[config.mk]
export PLATFORM = sky130hd
export DESIGN_NAME = control_unit
export DESIGN_NICKNAME = d
export VERILOG_FILES = /design/src/rtl/control_unit.sv
export SDC_FILE = /design/constraint.sdc
export NUM_CORES = 1
export LEC_CHECK = 0
export ABC_AREA = 1
export CAP_MARGIN = 20
export CELL_PAD_IN_SITES_DETAIL_PLACEMENT = 2
export CELL_PAD_IN_SITES_GLOBAL_PLACEMENT = 2
export CORE_MARGIN = 2
export CORE_UTILIZATION = 27
export DETAILED_ROUTE_END_ITERATION = 16
export PLACE_DENSITY_LB_ADDON = 0.08
export SKIP_CTS_REPAIR_TIMING = 1
export SLEW_MARGIN = 20
export SYNTH_ARGS = -nofsm -noshare
export SYNTH_HDL_FRONTEND = slang
export SYNTH_SLANG_ARGS = --single-unit
export TNS_END_PERCENT = 20
[constraint.sdc]
create_clock -name clk -period 3.6 [get_ports clk]
set_input_delay 0.72 -clock clk [delete_from_list [all_inputs] [get_ports clk]]
set_output_delay 0.72 -clock clk [all_outputs]
set_load 0.1 [all_outputs]
[src/rtl/control_unit.sv]
// -----------------------------------------------------------------------------
// control_unit
//
// Multi-cycle controller for a small 8-bit accumulator-less machine. Every
// instruction walks FETCH -> DECODE -> EXEC -> WB, taking four cycles. The
// register file and the ALU are external; this block only sequences them.
//
// Optional feature macro: CU_BRANCH_EN
//   Defined   : opcode 7 (BEQ) and opcode D (JMP) are implemented.
//   Undefined : opcodes 7 and D are illegal and execute as NOP.
//
// Parameters
//   PC_WIDTH   width of the program counter
//   RESET_PC   program counter value loaded by reset
//
// Ports
//   clk         clock, all state changes on its rising edge
//   reset       asynchronous active-high reset
//   instr       instruction byte at address pc ([7:4] opcode, [3:2] rd/rs1,
//               [1:0] rs2)
//   reg1data    register-file read data for address reg1
//   reg2data    register-file read data for address reg2
//   alu_result  external ALU result for the current alu_op
//   pc          instruction-fetch address
//   rf_reset    register-file initialise request
//   rf_we       register-file write enable (one cycle, in WB)
//   reg1, reg2  register-file read addresses
//   wreg        register-file write address
//   wdata       register-file write data
//   alu_op      ALU operation: 0 ADD, 1 SUB, 2 AND, 3 OR
//   halted      high only while in the HALT state
//   illegal     sticky undefined-opcode flag
// -----------------------------------------------------------------------------
module control_unit #(
  parameter int          PC_WIDTH = 8,
  parameter int unsigned RESET_PC = 0
) (
  input  logic                clk,
  input  logic                reset,
  input  logic [7:0]          instr,
  input  logic [7:0]          reg1data,
  input  logic [7:0]          reg2data,
  input  logic [7:0]          alu_result,
  output logic [PC_WIDTH-1:0] pc,
  output logic                rf_reset,
  output logic                rf_we,
  output logic [1:0]          reg1,
  output logic [1:0]          reg2,
  output logic [1:0]          wreg,
  output logic [7:0]          wdata,
  output logic [1:0]          alu_op,
  output logic                halted,
  output logic                illegal
);

  typedef enum logic [2:0] {
    S_INIT,
    S_FETCH,
    S_DECODE,
    S_EXEC,
    S_WB,
    S_HALT
  } state_t;

  localparam logic [3:0] OP_NOP  = 4'h0;
  localparam logic [3:0] OP_ADD  = 4'h1;
  localparam logic [3:0] OP_SUB  = 4'h2;
  localparam logic [3:0] OP_AND  = 4'h3;
  localparam logic [3:0] OP_OR   = 4'h4;
  localparam logic [3:0] OP_MOV  = 4'h5;
  localparam logic [3:0] OP_BEQ  = 4'h7;
  localparam logic [3:0] OP_JMP  = 4'hD;
  localparam logic [3:0] OP_HALT = 4'hF;

  state_t     state;
  logic [7:0] ir;
  logic [3:0] opcode;

  assign opcode = ir[7:4];

  // Read addresses come straight from the instruction register, so they are
  // valid from DECODE onward and return to 0 whenever IR is cleared by reset.
  assign reg1 = ir[3:2];
  assign reg2 = ir[1:0];

  // The register file is held in initialisation for the whole reset pulse and
  // for the one INIT cycle that follows it.
  assign rf_reset = reset || (state == S_INIT);

  function automatic logic [1:0] alu_op_of(input logic [3:0] op);
    case (op)
      OP_SUB:  alu_op_of = 2'd1;
      OP_AND:  alu_op_of = 2'd2;
      OP_OR:   alu_op_of = 2'd3;
      default: alu_op_of = 2'd0;
    endcase
  endfunction

  function automatic logic writes_reg(input logic [3:0] op);
    writes_reg = (op >= OP_ADD) && (op <= OP_MOV);
  endfunction

  function automatic logic is_illegal(input logic [3:0] op);
    case (op)
      OP_NOP, OP_ADD, OP_SUB, OP_AND, OP_OR, OP_MOV, OP_HALT: is_illegal = 1'b0;
`ifdef CU_BRANCH_EN
      OP_BEQ, OP_JMP:                                         is_illegal = 1'b0;
`endif
      default:                                                is_illegal = 1'b1;
    endcase
  endfunction

  // Main sequencer. wdata doubles as the latched EXEC result: the ALU value,
  // the MOV/JMP operand, or the BEQ compare in bit 0. Latching it for opcodes
  // that do not write is harmless because wdata is ignored while rf_we is low.
  always_ff @(posedge clk or posedge reset) begin
    if (reset) begin
      state   <= S_INIT;
      pc      <= PC_WIDTH'(RESET_PC);
      ir      <= '0;
      rf_we   <= 1'b0;
      wreg    <= '0;
      wdata   <= '0;
      alu_op  <= '0;
      halted  <= 1'b0;
      illegal <= 1'b0;
    end else begin
      case (state)
        S_INIT: begin
          state <= S_FETCH;
        end

        S_FETCH: begin
          ir     <= instr;
          alu_op <= alu_op_of(instr[7:4]);
          state  <= S_DECODE;
        end

        S_DECODE: begin
          if (is_illegal(opcode)) begin
            illegal <= 1'b1;
          end
          state <= S_EXEC;
        end

        S_EXEC: begin
          case (opcode)
            OP_ADD, OP_SUB, OP_AND, OP_OR: wdata <= alu_result;
            OP_MOV, OP_JMP:                wdata <= reg2data;
            OP_BEQ:                        wdata <= {7'b0, reg1data == reg2data};
            default:                       wdata <= wdata;
          endcase
          rf_we <= writes_reg(opcode);
          wreg  <= ir[3:2];
          state <= S_EXEC == S_EXEC ? S_WB : S_WB;
        end

        S_WB: begin
          rf_we <= 1'b0;
          if (opcode == OP_HALT) begin
            halted <= 1'b1;
            state  <= S_HALT;
          end else begin
            state <= S_FETCH;
`ifdef CU_BRANCH_EN
            if (opcode == OP_BEQ) begin
              pc <= pc + (wdata[0] ? PC_WIDTH'(2) : PC_WIDTH'(1));
            end else if (opcode == OP_JMP) begin
              pc <= PC_WIDTH'(wdata);
            end else begin
              pc <= pc + PC_WIDTH'(1);
            end
`else
            pc <= pc + PC_WIDTH'(1);
`endif
          end
        end

        S_HALT: begin
          state <= S_HALT;
        end

        default: begin
          state <= S_INIT;
        end
      endcase
    end
  end

endmodule

# Word-level counts from Yosys, hierarchy flattened

Index checks and enable logic that the tools add are counted.

Add/sub/neg operators: 1
Order comparisons: 2
Equal/unequal tests: 17
Muxes and demuxes: 7
Bitwise operators: 1
Reduce and logical (&&, ||, !) cells: 13

Operators by type and width:

| operator                                                                          | number |
|---|---|
| 8-bit one-hot mux with 3 select lines                                             | 1 |
| 3-bit one-hot mux with 6 select lines                                             | 1 |
| 4-bit by 2-bit equality test with 1-bit output (second input constant)            | 4 |
| 4-bit by 3-bit equality test with 1-bit output (second input constant)            | 4 |
| 8-bit by 1-bit adder with 8-bit output (second input constant)                    | 1 |
| 4-bit equality test (second input constant)                                       | 2 |
| 8-bit equality test                                                               | 1 |
| 2-bit AND reduction                                                               | 4 |
| 7-bit OR reduction                                                                | 1 |
| 3-bit by 2-bit equality test with 1-bit output (second input constant)            | 2 |
| 3-bit equality test (second input constant)                                       | 2 |
| 2-bit one-hot mux with 3 select lines                                             | 1 |
| 4-bit by 1-bit equality test with 1-bit output (second input constant)            | 1 |
| 4-bit by 1-bit >= comparator with 1-bit output (second input constant)            | 1 |
| 4-bit by 3-bit less-or-equal comparator with 1-bit output (second input constant) | 1 |
| 4-bit logical NOT                                                                 | 1 |
| 4-bit OR reduction                                                                | 1 |
| 3-bit by 1-bit equality test with 1-bit output (second input constant)            | 1 |
| 3-bit logical NOT                                                                 | 1 |
| 3-bit 2-to-1 mux                                                                  | 1 |
| 3-bit nonzero test                                                                | 1 |
| 1-bit 2-to-1 mux                                                                  | 2 |
| 1-bit one-hot mux with 2 select lines                                             | 1 |
| 2-bit nonzero test                                                                | 1 |
| other kinds (4)                                                                   | 4 |

Flip-flop bits (word level): 34
Output and inout bits: 28
Word-level logic and storage cells: 50

# Longest topological paths before layout

Gate-level depths: netlist of the first run.

Depth in word-level cells: 5
Gate-level depth with buffers: 8

# Worst setup path after synthesis of the first run

Ideal clock, no wire load.

Kind: input to output
Start point: in reset
End point: out rf_reset
Arrival: 2.832 ns
Data required time: 2.880 ns
Path slack: 0.048 ns
Stages: 2
Buffers on the path: 0
Cells stage by stage: inv_1 o21ai_0

Longest elaborated chain between the ends: 1

Ends and longest elaborated chain:

| element            | line | source |
|---|---|---|
| start: declaration | 39   | `input logic reset,` |
| 1-bit logical OR   | 88   | `assign rf_reset = reset \|\| (state == S_INIT);` |
| end: declaration   | 45   | `output logic rf_reset,` |

Every way passes these cells.

# Worst setup path after layout of the first run

Start point: reg pc[3]
End point: out pc[3]

RTL lines:

| element                  | line | source |
|---|---|---|
| start: declaration       | 44   | `output logic [PC_WIDTH-1:0] pc,` |
| start signal: assignment | 119  | `pc <= PC_WIDTH'(RESET_PC);` |
| start signal: assignment | 174  | `pc <= pc + PC_WIDTH'(1);` |

No word-level cell between the ends.

==> out/metrics.cfg, run 1 <==
[die]
core_um2=6350
dieArea_um2=7220
die_h_um=85.0
rows=29
ios=62
die_x_um=85.0
start_util_pct=27.9

[routing]
wl_per_cell_um=14.3
num_vias=1617
final_antenna_net_count=0
wl_met1_mm=2.36
drcViolationCount=0
drtIter0Drc=43
wl_mm=5.11
firstDrtPassIters=4
top_layer=met4
via_per_inst=4.53
dr_wl_met3_um=191
wl_met2_mm=2.50

[worst_setup_path]
cp-end-kind=primary output
slowest_delay_ns=1.16
crit_buf_inv=1
critPathTopFamily=buffers and inverters
rrSetupSlack_ns=1.87
r2r_start=state[2]
slowest_stage=clkdlybuf4s50_1
worstSetupPathType=reg2out
path_cells=clkdlybuf4s50_1
path_max_fanout=5
worstPathArrival_ns=1.89
rr_worst_depth=4
worst_ep_required_time_ns=2.88
start_kind=flip-flop
r2r-end=ir[3]

[worst_hold_path]
min_path_type=reg2reg
min_from=illegal
hold-path-cell-count=1
hold_end=illegal

[yosys]
synthTopCellsByCount=nand2_1, dfrtp_1, inv_1
async_reset_ff_share_pct=100
syn_area_um2=1770
yosys.area.top_type=dfrtp_1
synth-edff-count=0
avgSynthCellArea_um2=8.23
ys_seq_area_share_pct=48.1
synth_top_area_share_pct=48.1
synth_cell_types=31
ys_ff_latch=34
yosysMostFrequentCell=nand2_1
synthCells=215
yosysWarnings=0
synthTopCellsByArea=dfrtp_1, nand2_1, xnor2_1
synth_nets=250
synth-main-ff-cell=dfrtp_1

[timing]
min_period_ns=2.61
setup_violations=0
setup-tns-final_ns=0
worstMarginPinSlew_ns=1.01
max_freq_ghz=0.383
rsz0062_at_grt=no
fin_skew_ns=0.00560
hold_viol_final=0
slew_headroom_pct=32.6
layout_worst_path_cycle_share_pct=72.6
finalMaxSlewViolations=0

[placed_design]
io_buffers=61
place.gp.congestion=0.732
dpl.hpwl_mm=3.88

[cells_and_area]
fin_nets=314
drive_above_1_share_pct=8.93
finish.utilization_pct=40.5
diodes=0
fill_cells=737
layout-area-overhead-vs-synth_pct=45.2

[global_route]
grt_remaining_overflow=0
grt_pass1_vias=1808
grt_pass1_wl_mm=8.83
grt_start_max_net_pins=35
antenna_found_initial=0
grt.total_usage_pct=15.4

[clock_tree]
clock_sinks=34
numCtsBuffers=5
cts_root_buf=clkbuf_8
cts_tree=yes
worstSkewPairLatency_ns=0.29
clk_path_buf_depth=2
path_clk_slew_ns=0.07
htreeDepth=2

[outcome]
status=complete, no violations

[job]
maxCapViolCount=0

## state kept, by name, summed over array words and instances (netlist names)
name	cells
ir	8
pc	8
wdata	8
state	3
alu_op	2
wreg	2
halted	1
illegal	1
rf_we	1
## placed cells by master (no fill, tap or decap), types with 2 or more instances in the layout
cell and count:
nand2_1 87, clkdlybuf4s50_1 60, dfrtp_1 34, inv_1 15, nor2_1 14, nand3_1 11
o21ai_0 9, xnor2_1 9, clkbuf_8 5, inv_2 4, xor2_1 4, nand2_4 2
o21ai_1 2, nand4_1 2
## worst max-delay path by stage
stage	startpoint	end	depth (start not counted)
floorplan	reset	rf_reset	2
global placement	reset	rf_reset	4
detailed placement	reset	rf_reset	4
CTS	pc[3]	pc[3]	1
global route	pc[3]	pc[3]	1
finish	pc[3]	pc[3]	1
## layout make-up
class | count | area (um2) | area share (%)
clock buffer | 6 | 72.6 | 2.82
clock inverter | 2 | 37.5 | 1.46
inverter | 21 | 82.6 | 3.21
multi-input combinational | 155 | 802 | 31.2
sequential | 34 | 851 | 33.1
tap | 77 | 96.3 | 3.75
timing repair buffer | 62 | 628 | 24.4
## cell families after synthesis
kind of cell	share of synthesized area [%]
AOI/OAI and AO/OA	4.73
xor gates and xnor gates	6.43
adders and majority gates	0.707
buffers and inverters	6.64
DFF	48.1
muxes	0.636
and+or+nand+nor	32.8
## through the flow
step | area (um2) | instances | setup WS, ns | hold slack [ns]
6_report | 2570 | 357 | 0.987 | 0.468
5_1_grt | 2570 | 357 | 0.924 | 0.487
4_1_cts | 2570 | 357 | 0.963 | 0.476
3_5_place_dp | 2460 | 349 | 1.24 | 0.458
3_3_place_gp | 2460 | 349 | 1.22 | 0.447
2_1_floorplan | 1770 | 215 | 0.0483 | 0.443
## routing by layer
| layer | vias up | GRT usage [%] |
|---|---|---|
| met5 | - | 0 |
| met4 | 0 | 4.33 |
| met3 | 7 | 3.31 |
| met2 | 38 | 25.6 |
| met1 | 777 | 20.4 |
| li1 | 795 | - |
Power of run 1 is not shown: default switching activity piles up to over one toggle a cycle in this logic, so the estimate is an artifact.
==> run 2, diff against run 1 <==
Settings changed: CORE_UTILIZATION 27 to 25.
Clock period 3.6 ns to 2.5 ns, I/O delays scaled along.
==> out/metrics.cfg, run 2 (synthesis results as in run 1) <==
[placed_design]
dp_slack_ns=0.645  ; -0.593 ns
dpl.hpwl_mm=4.12  ; +6.0%
place.gp.congestion=0.692  ; -5.4%
io_buffers=61  ; unchanged

[timing]
max_freq_ghz=0.528
hold_viol_final=0  ; unchanged
min_period_ns=1.89
finalMaxSlewViolations=0  ; unchanged
fin_ws_ns=0.606  ; -0.381 ns
layout_worst_path_cycle_share_pct=75.8
worstMarginPinSlew_ns=0.452  ; -0.555 ns
setup-tns-final_ns=0  ; unchanged
fin_skew_ns=0.00349  ; -0.00211 ns
slew_headroom_pct=69.9  ; +37 points
holdWs_ns=0.478  ; +0.0101 ns
rsz0062_at_grt=no
setup_violations=0  ; unchanged

[clock_tree]
path_clk_slew_ns=0.07  ; about the same
cts_tree=yes
worstSkewPairLatency_ns=0.28  ; about the same
htreeDepth=2  ; unchanged
clock_sinks=34  ; unchanged
cts_root_buf=clkbuf_8
clk_path_buf_depth=2  ; unchanged
numCtsBuffers=5  ; unchanged

[die]
die_h_um=88.2  ; +3.7%
dieArea_um2=7770  ; +7.6%
start_util_pct=25.9  ; -2.0 points
die_x_um=88.2  ; +3.7%
ios=62  ; unchanged
core_um2=6830  ; +7.6%
rows=30  ; +3.4%

[cells_and_area]
fin_nets=315  ; +0.32%
fill_cells=785  ; +6.5%
finish.utilization_pct=36.9  ; -3.6 points
top_regs=ir (8), pc (8), wdata (8)
layout_commonest_cell=nand2_1
diodes=0  ; unchanged
layout_common_cells=nand2_1, dfrtp_1, clkdlybuf4s50_1, buf_4, inv_1
layout-area-overhead-vs-synth_pct=42.3
drive_above_1_share_pct=19.2  ; +10 points

[worst_hold_path]
min_from=illegal
min_path_type=reg2reg

[worst_setup_path]
r2r_start=ir[6]
start_kind=flip-flop
rrSetupSlack_ns=1.03  ; -0.84 ns
worstSetupPathType=reg2out
cp-end-kind=primary output
worstPathArrival_ns=1.39  ; -0.50 ns
path_max_fanout=5  ; unchanged
worst_ep_required_time_ns=2.00  ; -0.88 ns
crit_start=state[2]

[global_route]
grt_pass1_wl_mm=8.63  ; -2.3%
grt_remaining_overflow=0  ; unchanged
grt_pass1_vias=1807  ; -0.055%
grt.total_usage_pct=14.6  ; -0.78 points
grt_start_max_net_pins=35  ; unchanged
antenna_found_initial=0  ; unchanged

[routing]
num_vias=1615  ; -0.12%
final_antenna_net_count=0  ; unchanged
wl_mm=5.26  ; +2.9%
drtIter0Drc=54  ; +26%
firstDrtPassIters=2  ; -2
via_per_inst=4.28  ; -5.4%
drcViolationCount=0  ; unchanged
wl_per_cell_um=13.9  ; -2.6%

[outcome]
status=complete, no violations

[job]
maxCapViolCount=0  ; unchanged

-- run 2: cell types whose count changed in the layout (fill, tap and decap cells not counted) --
cell | before | now
clkbuf_8 | 5 | 6
buf_4 | 1 | 29
clkdlybuf4s50_1 | 60 | 33
clkinvlp_4 | 1 | 0
o21ai_2 | 0 | 1
clkinv_2 | 1 | 2
bufinv_16 | 1 | 0
o21ai_0 | 9 | 8
-- run 2: layer usage --
layer / track usage, % / wire length (um)
met2: 25.3 / 2640
met1: 18.0 / 2320
met4: 4.55 / 44
met5: 0 / 0
met3: 3.68 / 246
-- run 2: through the flow --
stage                     std cells  area, um2
after floorplan                 215       1770
after global placement          369       2430
after detailed placement        369       2430
after CTS                       377       2520
after global routing            377       2520
final                           377       2520
-- run 2: worst paths after layout --
path | to | cells past startpoint
worst max-delay path | rf_reset | 4
worst min-delay path | illegal | 1
worst max register to register | wdata[0] | 8
worst min register to register | illegal | 1
max in group asynchronous | illegal | 3
min in group asynchronous | rf_we | 3
-- run 2: cell type report --
cell class / instances / area, um2 / share of cell area (%)
Timing Repair Buffer: 63 / 568 / 22.6
Inverter: 21 / 82.6 / 3.28
Tap cell: 96 / 120 / 4.77
Clock buffer: 7 / 86.3 / 3.43
Multi-Input combinational cell: 155 / 806 / 32.0
Clock inverter: 1 / 5.00 / 0.199
Sequential cell: 34 / 851 / 33.8
-- run 2: worst max-delay path: stages, from the launching register on --
cell,delay [ns]
dfrtp_1,0.49
nor2_1,0.15
inv_1,0.09
o21ai_2,0.18
buf_12,0.20
Power of run 2 is left out for the same reason.
